$ cat src/rtl/module3_arbiter_if.sv
// ---------------------------------------------------------------------------
// module3_arbiter_if
//
// Purpose: bundles the requester-side handshake, the shared datapath
// connection and the result return path of module3_arbiter into one
// interface, so the arbiter and its environment can be wired with a single
// connection.
//
// Parameters (must match the arbiter instance it is connected to):
//   WIDTH    datapath word width
//   NOF_REQ  number of requesters
//
// Signals:
//   req_valid_i  [NOF_REQ]        per-requester beat valid
//   req_last_i   [NOF_REQ]        per-requester last beat of burst
//   req_data_i   [NOF_REQ*WIDTH]  requester k data at [k*WIDTH +: WIDTH]
//   req_ready_o  [NOF_REQ]        per-requester beat accepted (at most one set)
//   dp_enable_o                   datapath beat strobe
//   dp_data_o    [WIDTH]          datapath input word
//   dp_data_i    [WIDTH]          datapath result word
//   rsp_valid_o  [NOF_REQ]        one-hot result valid for the owning requester
//   rsp_data_o   [WIDTH]          result word shared by all requesters
//
// Modports:
//   slave   the arbiter side
//   master  the environment side (requesters plus datapath)
// ---------------------------------------------------------------------------
interface module3_arbiter_if #(
    parameter int WIDTH   = 8,
    parameter int NOF_REQ = 4
);
    logic [NOF_REQ-1:0]       req_valid_i;
    logic [NOF_REQ-1:0]       req_last_i;
    logic [NOF_REQ*WIDTH-1:0] req_data_i;
    logic [NOF_REQ-1:0]       req_ready_o;
    logic                     dp_enable_o;
    logic [WIDTH-1:0]         dp_data_o;
    logic [WIDTH-1:0]         dp_data_i;
    logic [NOF_REQ-1:0]       rsp_valid_o;
    logic [WIDTH-1:0]         rsp_data_o;

    modport slave (
        input  req_valid_i, req_last_i, req_data_i, dp_data_i,
        output req_ready_o, dp_enable_o, dp_data_o, rsp_valid_o, rsp_data_o
    );

    modport master (
        output req_valid_i, req_last_i, req_data_i, dp_data_i,
        input  req_ready_o, dp_enable_o, dp_data_o, rsp_valid_o, rsp_data_o
    );
endinterface

$ cat src/rtl/module3_arbiter.sv
// ---------------------------------------------------------------------------
// module3_arbiter
//
// Purpose: round-robin controller sharing one module3 datapath between
// NOF_REQ requesters. A requester is granted the datapath for a burst of at
// most MAX_BURST beats; the beat is forwarded to the datapath and the
// owner of every in-flight beat is tracked so each result is returned only
// to the requester that issued it.
//
// Parameters:
//   WIDTH       datapath word width (matches the shared module3)
//   NOF_REQ     number of requesters, >= 2
//   MAX_BURST   maximum beats per grant, >= 1
//   DP_LATENCY  cycles from a dp_enable_o beat to its valid dp_data_i, >= 1
//
// Ports:
//   clk_i    clock, rising edge
//   rst_ni   asynchronous active-low reset
//   bus      module3_arbiter_if.slave (requester, datapath and result signals)
//   stat_bursts_o    [16] completed bursts, wrapping (stats build only)
//   stat_conflicts_o [16] IDLE cycles with >= 2 requesters valid (stats build only)
//
// Configuration macro: MODULE3_ARBITER_STATS_EN adds the two statistics
// counters and their ports; the arbitration behaviour is identical either way.
// ---------------------------------------------------------------------------
module module3_arbiter #(
    parameter int WIDTH      = 8,
    parameter int NOF_REQ    = 4,
    parameter int MAX_BURST  = 4,
    parameter int DP_LATENCY = 1
) (
    input  logic clk_i,
    input  logic rst_ni,
`ifdef MODULE3_ARBITER_STATS_EN
    output logic [15:0] stat_bursts_o,
    output logic [15:0] stat_conflicts_o,
`endif
    module3_arbiter_if.slave bus
);
    localparam int OW = $clog2(NOF_REQ);
    localparam int CW = $clog2(MAX_BURST + 1);

    typedef enum logic [0:0] {IDLE, GRANT} arbState_t;

    arbState_t         r_state;
    arbState_t         w_nextState;
    logic [OW-1:0]     r_owner;
    logic [OW-1:0]     r_rrPtr;
    logic [CW-1:0]     r_beatCnt;
    logic              w_start;
    logic              w_endBurst;
    logic              w_xfer;
    logic              w_burstFull;
    logic [OW-1:0]     w_pick;
    logic [OW-1:0]     w_nextPtr;

    logic [DP_LATENCY-1:0] r_pipeValid;
    logic [OW-1:0]         r_pipeId [DP_LATENCY];
    logic                  w_tailValid;
    logic [OW-1:0]         w_tailId;
    logic [NOF_REQ-1:0]    r_rspValid;
    logic [WIDTH-1:0]      r_rspData;

    // First valid requester found by searching upward from the pointer with wrap.
    function automatic logic [OW-1:0] rrPick(input logic [NOF_REQ-1:0] valid,
                                             input logic [OW-1:0]      ptr);
        int  idx;
        logic found;
        rrPick = ptr;
        found  = 1'b0;
        for (int i = 0; i < NOF_REQ; i++) begin
            idx = (int'(ptr) + i) % NOF_REQ;
            if (!found && valid[idx]) begin
                rrPick = OW'(idx);
                found  = 1'b1;
            end
        end
    endfunction

    assign w_pick      = rrPick(bus.req_valid_i, r_rrPtr);
    assign w_nextPtr   = (r_owner == OW'(NOF_REQ - 1)) ? '0 : r_owner + 1'b1;
    assign w_xfer      = (r_state == GRANT) && bus.req_valid_i[r_owner];
    // The beat being transferred now is the one that fills the burst.
    assign w_burstFull = (r_beatCnt == CW'(MAX_BURST - 1));

    always_ff @(posedge clk_i or negedge rst_ni) begin
        if (!rst_ni) begin
            r_state <= IDLE;
        end else begin
            r_state <= w_nextState;
        end
    end

    // Next state plus the grant-side outputs, all derived from the current owner.
    always_comb begin
        w_nextState     = r_state;
        w_start         = 1'b0;
        w_endBurst      = 1'b0;
        bus.req_ready_o = '0;
        bus.dp_enable_o = w_xfer;
        bus.dp_data_o   = '0;
        case (r_state)
            IDLE: begin
                if (|bus.req_valid_i) begin
                    w_nextState = GRANT;
                    w_start     = 1'b1;
                end
            end
            GRANT: begin
                bus.req_ready_o = {{(NOF_REQ-1){1'b0}}, 1'b1} << r_owner;
                if (w_xfer) begin
                    bus.dp_data_o = bus.req_data_i[int'(r_owner)*WIDTH +: WIDTH];
                end
                // A gap, a last beat or a full burst all release the grant.
                if (!w_xfer || bus.req_last_i[r_owner] || w_burstFull) begin
                    w_nextState = IDLE;
                    w_endBurst  = 1'b1;
                end
            end
            default: w_nextState = IDLE;
        endcase
    end

    // Owner, round-robin pointer and saturating beat counter.
    always_ff @(posedge clk_i or negedge rst_ni) begin
        if (!rst_ni) begin
            r_owner   <= '0;
            r_rrPtr   <= '0;
            r_beatCnt <= '0;
        end else begin
            if (w_start) begin
                r_owner   <= w_pick;
                r_beatCnt <= '0;
            end else if (w_xfer && (r_beatCnt != CW'(MAX_BURST))) begin
                r_beatCnt <= r_beatCnt + 1'b1;
            end
            if (w_endBurst) begin
                r_rrPtr <= w_nextPtr;
            end
        end
    end

    // Ownership pipeline runs every cycle so its tail lines up with dp_data_i.
    always_ff @(posedge clk_i or negedge rst_ni) begin
        if (!rst_ni) begin
            r_pipeValid <= '0;
            for (int i = 0; i < DP_LATENCY; i++) begin
                r_pipeId[i] <= '0;
            end
        end else begin
            r_pipeValid[0] <= w_xfer;
            r_pipeId[0]    <= r_owner;
            for (int i = 1; i < DP_LATENCY; i++) begin
                r_pipeValid[i] <= r_pipeValid[i-1];
                r_pipeId[i]    <= r_pipeId[i-1];
            end
        end
    end

    assign w_tailValid = r_pipeValid[DP_LATENCY-1];
    assign w_tailId    = r_pipeId[DP_LATENCY-1];

    // Registered result return, zero whenever no owned result is at the tail.
    always_ff @(posedge clk_i or negedge rst_ni) begin
        if (!rst_ni) begin
            r_rspValid <= '0;
            r_rspData  <= '0;
        end else begin
            r_rspValid <= w_tailValid ? ({{(NOF_REQ-1){1'b0}}, 1'b1} << w_tailId) : '0;
            r_rspData  <= w_tailValid ? bus.dp_data_i : '0;
        end
    end

    assign bus.rsp_valid_o = r_rspValid;
    assign bus.rsp_data_o  = r_rspData;

`ifdef MODULE3_ARBITER_STATS_EN
    logic [15:0] r_statBursts;
    logic [15:0] r_statConflicts;
    logic        w_conflict;

    assign w_conflict = (r_state == IDLE) && ($countones(bus.req_valid_i) >= 2);

    // Both counters wrap naturally at 16 bits.
    always_ff @(posedge clk_i or negedge rst_ni) begin
        if (!rst_ni) begin
            r_statBursts    <= '0;
            r_statConflicts <= '0;
        end else begin
            if (w_endBurst) begin
                r_statBursts <= r_statBursts + 16'd1;
            end
            if (w_conflict) begin
                r_statConflicts <= r_statConflicts + 16'd1;
            end
        end
    end

    assign stat_bursts_o    = r_statBursts;
    assign stat_conflicts_o = r_statConflicts;
`else
    // Statistics build disabled: no counters and no statistics ports.
`endif
endmodule

$ cat src/flat_wrapper.sv
// flat-port wrapper written by rule: the top's interface ports become plain ports
module module3_arbiter_flat 
#(
    parameter int WIDTH      = 8,
    parameter int NOF_REQ    = 4,
    parameter int MAX_BURST  = 4,
    parameter int DP_LATENCY = 1
)
  (clk_i, rst_ni, bus_req_valid_i, bus_req_last_i, bus_req_data_i, bus_dp_data_i, bus_req_ready_o, bus_dp_enable_o, bus_dp_data_o, bus_rsp_valid_o, bus_rsp_data_o);
  module3_arbiter_if #(.WIDTH(WIDTH), .NOF_REQ(NOF_REQ)) bus_i ();
  input  logic clk_i;
  input  logic rst_ni;
  input wire logic [$bits(bus_i.req_valid_i)-1:0] bus_req_valid_i;
  input wire logic [$bits(bus_i.req_last_i)-1:0] bus_req_last_i;
  input wire logic [$bits(bus_i.req_data_i)-1:0] bus_req_data_i;
  input wire logic [$bits(bus_i.dp_data_i)-1:0] bus_dp_data_i;
  output wire logic [$bits(bus_i.req_ready_o)-1:0] bus_req_ready_o;
  output wire logic [$bits(bus_i.dp_enable_o)-1:0] bus_dp_enable_o;
  output wire logic [$bits(bus_i.dp_data_o)-1:0] bus_dp_data_o;
  output wire logic [$bits(bus_i.rsp_valid_o)-1:0] bus_rsp_valid_o;
  output wire logic [$bits(bus_i.rsp_data_o)-1:0] bus_rsp_data_o;
  assign bus_i.req_valid_i = bus_req_valid_i;
  assign bus_i.req_last_i = bus_req_last_i;
  assign bus_i.req_data_i = bus_req_data_i;
  assign bus_i.dp_data_i = bus_dp_data_i;
  assign bus_req_ready_o = bus_i.req_ready_o;
  assign bus_dp_enable_o = bus_i.dp_enable_o;
  assign bus_dp_data_o = bus_i.dp_data_o;
  assign bus_rsp_valid_o = bus_i.rsp_valid_o;
  assign bus_rsp_data_o = bus_i.rsp_data_o;
  module3_arbiter #(.WIDTH(WIDTH), .NOF_REQ(NOF_REQ), .MAX_BURST(MAX_BURST), .DP_LATENCY(DP_LATENCY)) u_core (.clk_i(clk_i), .rst_ni(rst_ni), .bus(bus_i));
endmodule
$ cat config.mk
export PLATFORM = sky130hd
export DESIGN_NAME = module3_arbiter_flat
export DESIGN_NICKNAME = d
export VERILOG_FILES = /design/src/rtl/module3_arbiter_if.sv /design/src/rtl/module3_arbiter.sv /design/src/flat_wrapper.sv
export SDC_FILE = /design/constraint.sdc
export NUM_CORES = 1
export LEC_CHECK = 0
export ABC_CLOCK_PERIOD_IN_PS = 5000
export BUFFER_PORTS_ARGS = -buffer_cell sky130_fd_sc_hd__buf_2
export CAP_MARGIN = 20
export CORE_MARGIN = 1
export CORE_UTILIZATION = 35
export CTS_CLUSTER_DIAMETER = 50
export CTS_CLUSTER_SIZE = 20
export DETAILED_ROUTE_END_ITERATION = 10
export GPL_ROUTABILITY_DRIVEN = 1
export GPL_TIMING_DRIVEN = 1
export PLACE_DENSITY = 0.66
export SLEW_MARGIN = 20
export SYNTH_ARGS = -nofsm -noshare
export SYNTH_HDL_FRONTEND = slang
export SYNTH_SLANG_ARGS = --single-unit
$ cat constraint.sdc
create_clock -name clk_i -period 5 [get_ports clk_i]
set_input_delay 0.5 -clock clk_i [delete_from_list [all_inputs] [get_ports clk_i]]
set_output_delay 0.5 -clock clk_i [all_outputs]
set_load 0.02 [all_outputs]
==> impl_metrics.yaml, run 1 <==
worst_setup_path:
  crit_slowest_cell: "dfrtp_1"
  worst_setup_path_start_kind: "register"
  r2r_setup_slack_ns: 2.92
  cp.required_ns: 4.50
  startpoint: "u_core.r_owner[1]"
  max_stage_delay_ns: 0.73
  path_delay_family: "flip-flops"
  r2r_cells: 3
  criticalPathCategory: "reg -> out"
  crit_chain: "mux4_2 -> and3_1 -> buf_2"
  crit_arrival_ns: 2.09
  reg2reg_to: "u_core.r_rrPtr[0]"
  worst-path-buf-inv: 1
  crit_path_max_fanout: 16
  r2r-start: "u_core.r_owner[1]"
  endpoint_kind: "primary output"
placed_design:
  placed_cells: 231
  preCtsSetupSlack_ns: 2.71
  portBuffers: 74
  gp_congestion: 0.773
  hpwl_mm: 2.44
  post_dp_cell_area_mm2: 0.00175
floorplan:
  rows: 22
  initial_core_util_pct: 36.7
  placeableCoreArea_mm2: 0.00366
  pin_count: 75
  dieArea_mm2: 0.00409
  chipWidth_um: 64.0
  fp.dieH_um: 64.0
drt:
  drtAntennaViolNets: 0
  vias: 1103
  via_per_inst: 4.69
  dr.pass1.iters: 4
  wirelength_mm: 3.07
  drtIter0Drc: 23
  wl_per_cell_um: 13.0
  post-route-drc-count: 0
cts:
  cts_made_buffers: 3
  numClockSinks: 23
  postCtsSetupRepairBufs: 0
  cts_tree: "done"
  insertion_delay_ns: 0.26
  h-tree-depth: 1
  cts_resized: 0
  clockBufferDepth: 2
  cts_root_buf: "clkbuf_8"
  clk_pin_slew_ns: 0.08
  ctsHoldBuffers: 0
pwr:
  p_seq_share_pct: 37.2
  internal_power_uw: 530
  clkPwrFrac_pct: 12.3
  switching_share_pct: 42.5
  p_comb_share_pct: 50.5
  powerDensity_mw_per_mm2: 513
  peakVddDrop_mv: 0.190
  p_leak_uw: 0.000988
  p_switching_uw: 392
outcome:
  status: "completed"
layout:
  most-common-layout-cells: "buf_2, dfrtp_1, and2_1"
  final_common_cell: "buf_2"
  syn_to_final_growth_pct: 33.7
  nets: 245
  stdcell_count: 235
  drive_gt1_share_pct: 49.2
  insertedDiodeCount: 0
  finish.instance_area_mm2: 0.00180
yosys:
  netlist_instances: 114
  synth.distinct_cells: 31
  avgSynthCellArea_um2: 11.8
  syn-cell-area_mm2: 0.00135
  netlist_top_cells_area: "dfrtp_1, mux4_2, ha_1"
  yosysWarnings: 0
  ys_ff_latch: 23
  synth_top_area_share_pct: 42.8
  synth_nets: 171
  synth_top_cell_by_area: "dfrtp_1"
  synth.yosys.seq_area_share_pct: 42.8
global_routing:
  antenna_found_initial: 0
  grt-ovfl-total: 0
  grt_pass1_vias: 1080
  grt_max_degree: 24
  grt_pass1_wl_mm: 4.86
  grt_usage_pct: 15.4
sta:
  drv_slew: 0
  fmax_mhz: 385
  worst_pin_slew_ns: 0.772
  max-slew-margin-rel_pct: 48.5
  setup_violations: 0
  fin_crit_ns: 2.59
  min_period_over_period_pct: 51.9
  whs_ns: 0.190
  setup_tns_ns: 0
  skew_ns: 0.00440
  hold_viol_final: 0
  setup_slack_ns: 2.41
  rsz0062_at_grt: "false"
hold_path:
  hp-class: "in -> async"
flow_run:
  max_cap_viol_count: 0
## power by group through the flow
stage                     registers, uW  clock network (uW)  logic, uW
after floorplan                     317                   0        363
after detailed placement            349                   0        466
after global routing                358                 123        506
after CTS                           344                 117        470
after global placement              341                   0        455
final                               343                 113        466
## through the flow
stage | util, % | power [uW]
floorplan | - | 680
global placement | 47.8 | 796
detailed placement | 47.8 | 815
CTS | 49.1 | 931
global route | 49.1 | 987
finish | 49.1 | 923
## cells in the mapped netlist (all sizes together)
cell type	instances
and2	12
nor2b	3
a22o	1
o41ai	1
and3b	2
a211o	1
o211ai	1
ha	7
inv	8
nor3b	2
a21bo	1
mux4	9
a21oi	3
buf	3
a31oi	1
and3	9
nand2	7
nor2	7
nand2b	2
mux2	2
clkbuf	2
mux2i	4
nor3	1
o31ai	2
dfrtp	23
## logic make-up after synthesis
kind of cell / count (synthesis) / synth area share (%)
AOI/OAI and AO/OA: 11 / 7.63
adders and majority gates: 7 / 6.51
buffers and inverters: 13 / 4.00
DFF: 23 / 42.8
muxes: 15 / 19.7
and+or+nand+nor: 45 / 19.3
## registers in the layout, summed over array words and instances, names as in the netlist
register	flops
u_core.bus.rsp_data_o	8
u_core.r_state	1
u_core.r_rrPtr	2
u_core.r_beatCnt	3
u_core.bus.rsp_valid_o	4
u_core.r_owner	2
u_core.r_pipeValid	1
u_core.r_pipeId	2
## routing by layer
metal	GRT usage (%)	wire [um]
met1	18.0	1230
met5	0	0
met2	27.1	1670
met4	4.55	38
met3	4.29	130
## cell type report
class                   count  area [um^2]
clock inverters             1         5.00
clock buffers               3         41.3
multi-input cells          78          716
fillers                   341         1860
inverters                   8         30.0
well taps                  48         60.1
repair buffers             74          370
flip-flops and latches     23          576
## how the worst max path moves through the flow
| stage | endpoint | slack, ns | cells past startpoint |
|---|---|---|---|
| finish | bus_dp_data_o[6] | 2.41 | 3 |
| global placement | bus_dp_data_o[1] | 2.76 | 3 |
| detailed placement | bus_dp_data_o[6] | 2.71 | 3 |
| global route | bus_dp_data_o[4] | 2.32 | 3 |
| floorplan | bus_dp_data_o[0] | 3.02 | 4 |
| CTS | bus_dp_data_o[6] | 2.41 | 3 |
Power figures use the tool's default switching activity.
==> run 2, diff against run 1 <==
--- a/config.mk
+++ b/config.mk
@@ -5,7 +5,7 @@
 export SDC_FILE = /design/constraint.sdc
 export NUM_CORES = 1
 export LEC_CHECK = 0
-export ABC_CLOCK_PERIOD_IN_PS = 5000
+export ABC_CLOCK_PERIOD_IN_PS = 2300
 export BUFFER_PORTS_ARGS = -buffer_cell sky130_fd_sc_hd__buf_2
 export CAP_MARGIN = 20
 export CORE_MARGIN = 1
@@ -15,7 +15,7 @@
 export DETAILED_ROUTE_END_ITERATION = 10
 export GPL_ROUTABILITY_DRIVEN = 1
 export GPL_TIMING_DRIVEN = 1
-export PLACE_DENSITY = 0.66
+export PLACE_DENSITY = 0.68
 export SLEW_MARGIN = 20
 export SYNTH_ARGS = -nofsm -noshare
 export SYNTH_HDL_FRONTEND = slang
==> constraint.sdc (replaced) <==
create_clock -name clk_i -period 2.3 [get_ports clk_i]
set_input_delay 0.23 -clock clk_i [delete_from_list [all_inputs] [get_ports clk_i]]
set_output_delay 0.23 -clock clk_i [all_outputs]
set_load 0.02 [all_outputs]
==> impl_metrics.yaml, run 2 (synthesis results as in run 1) <==
pwr:
  peakVddDrop_mv: 0.341
  powerDensity_mw_per_mm2: 1110
  p_leak_uw: 0.000999
cts:
  cts_made_buffers: 3
  clk_pin_slew_ns: 0.08
  clockBufferDepth: 2
  ctsHoldBuffers: 1
  insertion_delay_ns: 0.26
  postCtsSetupRepairBufs: 0
  cts_resized: 0
  numClockSinks: 23
  cts_tree: "done"
  cts_root_buf: "clkbuf_8"
  h-tree-depth: 1
sta:
  min_period_over_period_pct: 85.8
  whs_ns: 0.183
  fmax_mhz: 506
  skew_ns: 0.00400
  setup_violations: 0
  setup_tns_ns: 0
  max-slew-margin-rel_pct: 55.0
  fin_crit_ns: 1.97
  rsz0062_at_grt: "false"
  drv_slew: 0
  worst_pin_slew_ns: 0.668
  hold_viol_final: 0
placed_design:
  hpwl_mm: 2.37
  portBuffers: 74
  gp_congestion: 0.791
layout:
  insertedDiodeCount: 0
  syn_to_final_growth_pct: 35.4
  multiInputGateArea_um2: 716
  seq_area_um2: 576
  drive_gt1_share_pct: 48.9
  nFillCells: 349
  most-common-layout-cells: "buf_2, dfrtp_1, and2_1"
  nets: 248
  largest_reg_flops: 8
  final_common_cell: "buf_2"
flow_run:
  max_cap_viol_count: 0
floorplan:
  pin_count: 75
  initial_core_util_pct: 36.7
  rows: 22
  dieArea_mm2: 0.00409
  fp.dieH_um: 64.0
  chipWidth_um: 64.0
  placeableCoreArea_mm2: 0.00366
global_routing:
  grt_usage_pct: 15.5
  grt_pass1_vias: 1033
  grt_pass1_wl_mm: 4.93
  grt-ovfl-total: 0
  grt_max_degree: 24
  antenna_found_initial: 0
worst_setup_path:
  cp.required_ns: 2.07
  crit_path_max_fanout: 17
  endpoint_kind: "primary output"
  r2r_setup_slack_ns: 0.59
  criticalPathCategory: "reg -> out"
  worst_setup_path_start_kind: "register"
  crit_arrival_ns: 1.74
outcome:
  status: "completed"
hold_path:
  hp-class: "in -> reg"
drt:
  via_per_inst: 4.74
  dr.pass1.iters: 4
  wirelength_mm: 2.98
  vias: 1129
  wl_per_cell_um: 12.5
  post-route-drc-count: 0
  drtIter0Drc: 40
  drtAntennaViolNets: 0
[run 2: cell types whose count changed in the layout (fill, tap and decap cells not counted), sizes merged]
| cell | delta |
|---|---|
| dlygate4sd3 | +1 |
| clkbuf | +1 |
| buf | +2 |
| clkinv | -1 |
[run 2: worst max-delay path, stage by stage (launching register included)]
cell     delay, ns
dfrtp_1       0.33
buf_4         0.26
mux4_2        0.55
and3_1        0.19
buf_2         0.15
[run 2: layer usage]
| metal | wire length (um) | track usage (%) | vias up | share of wire, % |
|---|---|---|---|---|
| met4 | 18 | 3.13 | 0 | 0.60 |
| met2 | 1490 | 25.3 | 34 | 50 |
| met3 | 177 | 4.64 | 2 | 5.9 |
| li1 | - | - | 553 | - |
| met5 | 0 | 0 | - | 0 |
| met1 | 1300 | 20.3 | 540 | 43 |
[run 2: layout make-up]
cell class                      count  share of cell area (%)
Clock buffer                        4                    2.47
Inverter                            8                    1.65
Multi-Input combinational cell     78                    39.3
Sequential cell                    23                    31.6
Tap cell                           48                    3.30
Timing Repair Buffer               77                    21.7
[run 2: path summary, 6_finish.rpt]
check | from | endpoint | cells past startpoint
worst max-delay path | u_core.r_owner[0] | bus_dp_data_o[1] | 4
worst min-delay path | bus_dp_data_i[6] | u_core.bus.rsp_data_o[6] | 2
worst max register to register | u_core.r_owner[0] | u_core.r_rrPtr[0] | 4
worst min register to register | u_core.r_pipeId[0] | u_core.bus.rsp_valid_o[0] | 1
max in group asynchronous | rst_ni | u_core.bus.rsp_data_o[7] | 2
min in group asynchronous | rst_ni | u_core.r_pipeValid | 2
[run 2: where the power goes]
| group | internal [uW] | switching, uW |
|---|---|---|
| Combinational | 513 | 601 |
| Clock | 123 | 118 |
| Sequential | 536 | 125 |
[run 2: per-stage QoR]
step                      instances  area, um^2  power, uW  setup WS, ns  utilization (%)
after floorplan                 114        1350       1480         0.585                -
after global placement          233        1770       1770         0.612             48.3
after detailed placement        233        1770       1790         0.590             48.3
after CTS                       238        1820       2040         0.306             49.8
after global routing            238        1820       2170         0.223             49.8
final                           238        1820       2020         0.325             49.8
==> run 3, diff against run 2 <==
==> constraint.sdc (replaced) <==
create_clock -name clk_i -period 2.3 [get_ports clk_i]
set_input_delay 0.46 -clock clk_i [delete_from_list [all_inputs] [get_ports clk_i]]
set_output_delay 0.46 -clock clk_i [all_outputs]
set_load 0.02 [all_outputs]
==> impl_metrics.yaml, run 3 (synthesis results as in run 1) <==
worst_setup_path:
  endpoint_kind: "primary output"
  worst_setup_path_start_kind: "register"
  crit_end: "bus_dp_data_o[1]"
  criticalPathCategory: "reg -> out"
  crit_path_max_fanout: 14
  crit_arrival_ns: 1.73
  reg2reg_to: "u_core.r_rrPtr[0]"
  r2r-start: "u_core.r_owner[0]"
  startpoint: "u_core.r_owner[0]"
  r2r_setup_slack_ns: 0.61
  r2r_cells: 4
  cp.required_ns: 1.84
sta:
  fmax_mhz: 458
  min_period_over_period_pct: 95.0
  whs_ns: 0.155
  max-slew-margin-rel_pct: 56.9
  setup_tns_ns: 0
  hold_viol_final: 0
  worst_pin_slew_ns: 0.640
  skew_ns: 0.00277
  setup_violations: 0
  drv_slew: 0
  fin_crit_ns: 2.19
  rsz0062_at_grt: "false"
drt:
  vias: 1112
  drt-met1-wl_mm: 1.34
  wirelength_mm: 2.90
  dr.pass1.iters: 4
  via_per_inst: 4.69
  post-route-drc-count: 0
  top_layer: "met4"
  drtAntennaViolNets: 0
  routed-wl-met3_um: 144
  drtIter0Drc: 57
  routed-wl-met2_mm: 1.39
  wl_per_cell_um: 12.2
layout:
  nFillCells: 351
  finish.instance_area_mm2: 0.00183
  insertedDiodeCount: 0
  final_util_pct: 49.9
  multiInputGateArea_um2: 716
  largest_reg_flops: 8
  syn_to_final_growth_pct: 35.8
  drive_gt1_share_pct: 50.3
  nets: 247
  final_common_cell: "buf_2"
  most-common-layout-cells: "buf_2, dfrtp_1, and2_1"
  seq_area_um2: 577
pwr:
  peakVddDrop_mv: 0.551
  powerDensity_mw_per_mm2: 1120
  fin_total_pwr_uw: 2040
  p_leak_uw: 0.00100
floorplan:
  fp.dieH_um: 64.0
  rows: 22
  placeableCoreArea_mm2: 0.00366
  dieArea_mm2: 0.00409
  pin_count: 75
  initial_core_util_pct: 36.7
  chipWidth_um: 64.0
hold_path:
  hp-class: "in -> async"
cts:
  h-tree-depth: 1
  cts_made_buffers: 3
  cts_tree: "done"
  clk_pin_slew_ns: 0.08
  cts_root_buf: "clkbuf_8"
  postCtsSetupRepairBufs: 0
  clockBufferDepth: 2
  insertion_delay_ns: 0.26
  numClockSinks: 23
placed_design:
  portBuffers: 74
  post_dp_cell_area_mm2: 0.00178
  hpwl_mm: 2.32
  gp_congestion: 0.781
global_routing:
  grt_pass1_vias: 988
  grt-ovfl-total: 0
  grt_usage_pct: 15.7
  grt_max_degree: 24
  grt_pass1_wl_mm: 4.87
  antenna_found_initial: 0
outcome:
  status: "completed"
flow_run:
  max_cap_viol_count: 0
## run 3: changes by cell type in the layout (fill, tap and decap cells not counted), sizes merged
cell / delta
clkbuf: -1
clkinv: +1
dlygate4sd3: -1
## run 3: timing repair
item,4_1_cts,5_1_grt
hold buffers,0,0
setup endpoints to repair,0,8
gates resized for setup,0,1
## run 3: worst min-delay path by stage
stage | start | to | cells past startpoint
after floorplan | rst_ni | u_core.bus.rsp_data_o[0] | 0
after global placement | u_core.r_pipeId[1] | u_core.bus.rsp_valid_o[1] | 1
after detailed placement | rst_ni | u_core.bus.rsp_data_o[6] | 1
after CTS | rst_ni | u_core.bus.rsp_data_o[6] | 1
after global routing | rst_ni | u_core.bus.rsp_data_o[6] | 1
final | rst_ni | u_core.bus.rsp_data_o[6] | 1
## run 3: critical path, cell delays in order (launching register included)
cell     delay (ns)
dfrtp_2        0.44
buf_12         0.17
mux4_2         0.52
and3_1         0.19
buf_2          0.15
## run 3: routing by layer
metal	track usage, %	up-vias
li1	-	554
met1	21.4	522
met2	24.7	32
met3	4.11	4
met4	4.26	0
met5	0	-
## run 3: cell type report
cell class              count  share of cell area [%]
clock buffers               3                    2.26
clock inverters             1                   0.274
inverters                   8                    1.64
multi-input cells          78                    39.2
flip-flops and latches     23                    31.6
well taps                  48                    3.29
repair buffers             76                    21.8
## run 3: through the flow
| step | std cells | setup WS (ns) |
|---|---|---|
| floorplan | 114 | 0.355 |
| global placement | 233 | 0.277 |
| detailed placement | 233 | 0.258 |
| CTS | 237 | 0.0341 |
| global route | 237 | 0.0423 |
| finish | 237 | 0.115 |
## run 3: power by group
group / leakage, uW / internal [uW] / switching, uW
registers: 0.000298 / 537 / 136
clock network: 0.0000255 / 121 / 123
logic: 0.000677 / 533 / 591
total: 0.00100 / 1190 / 850
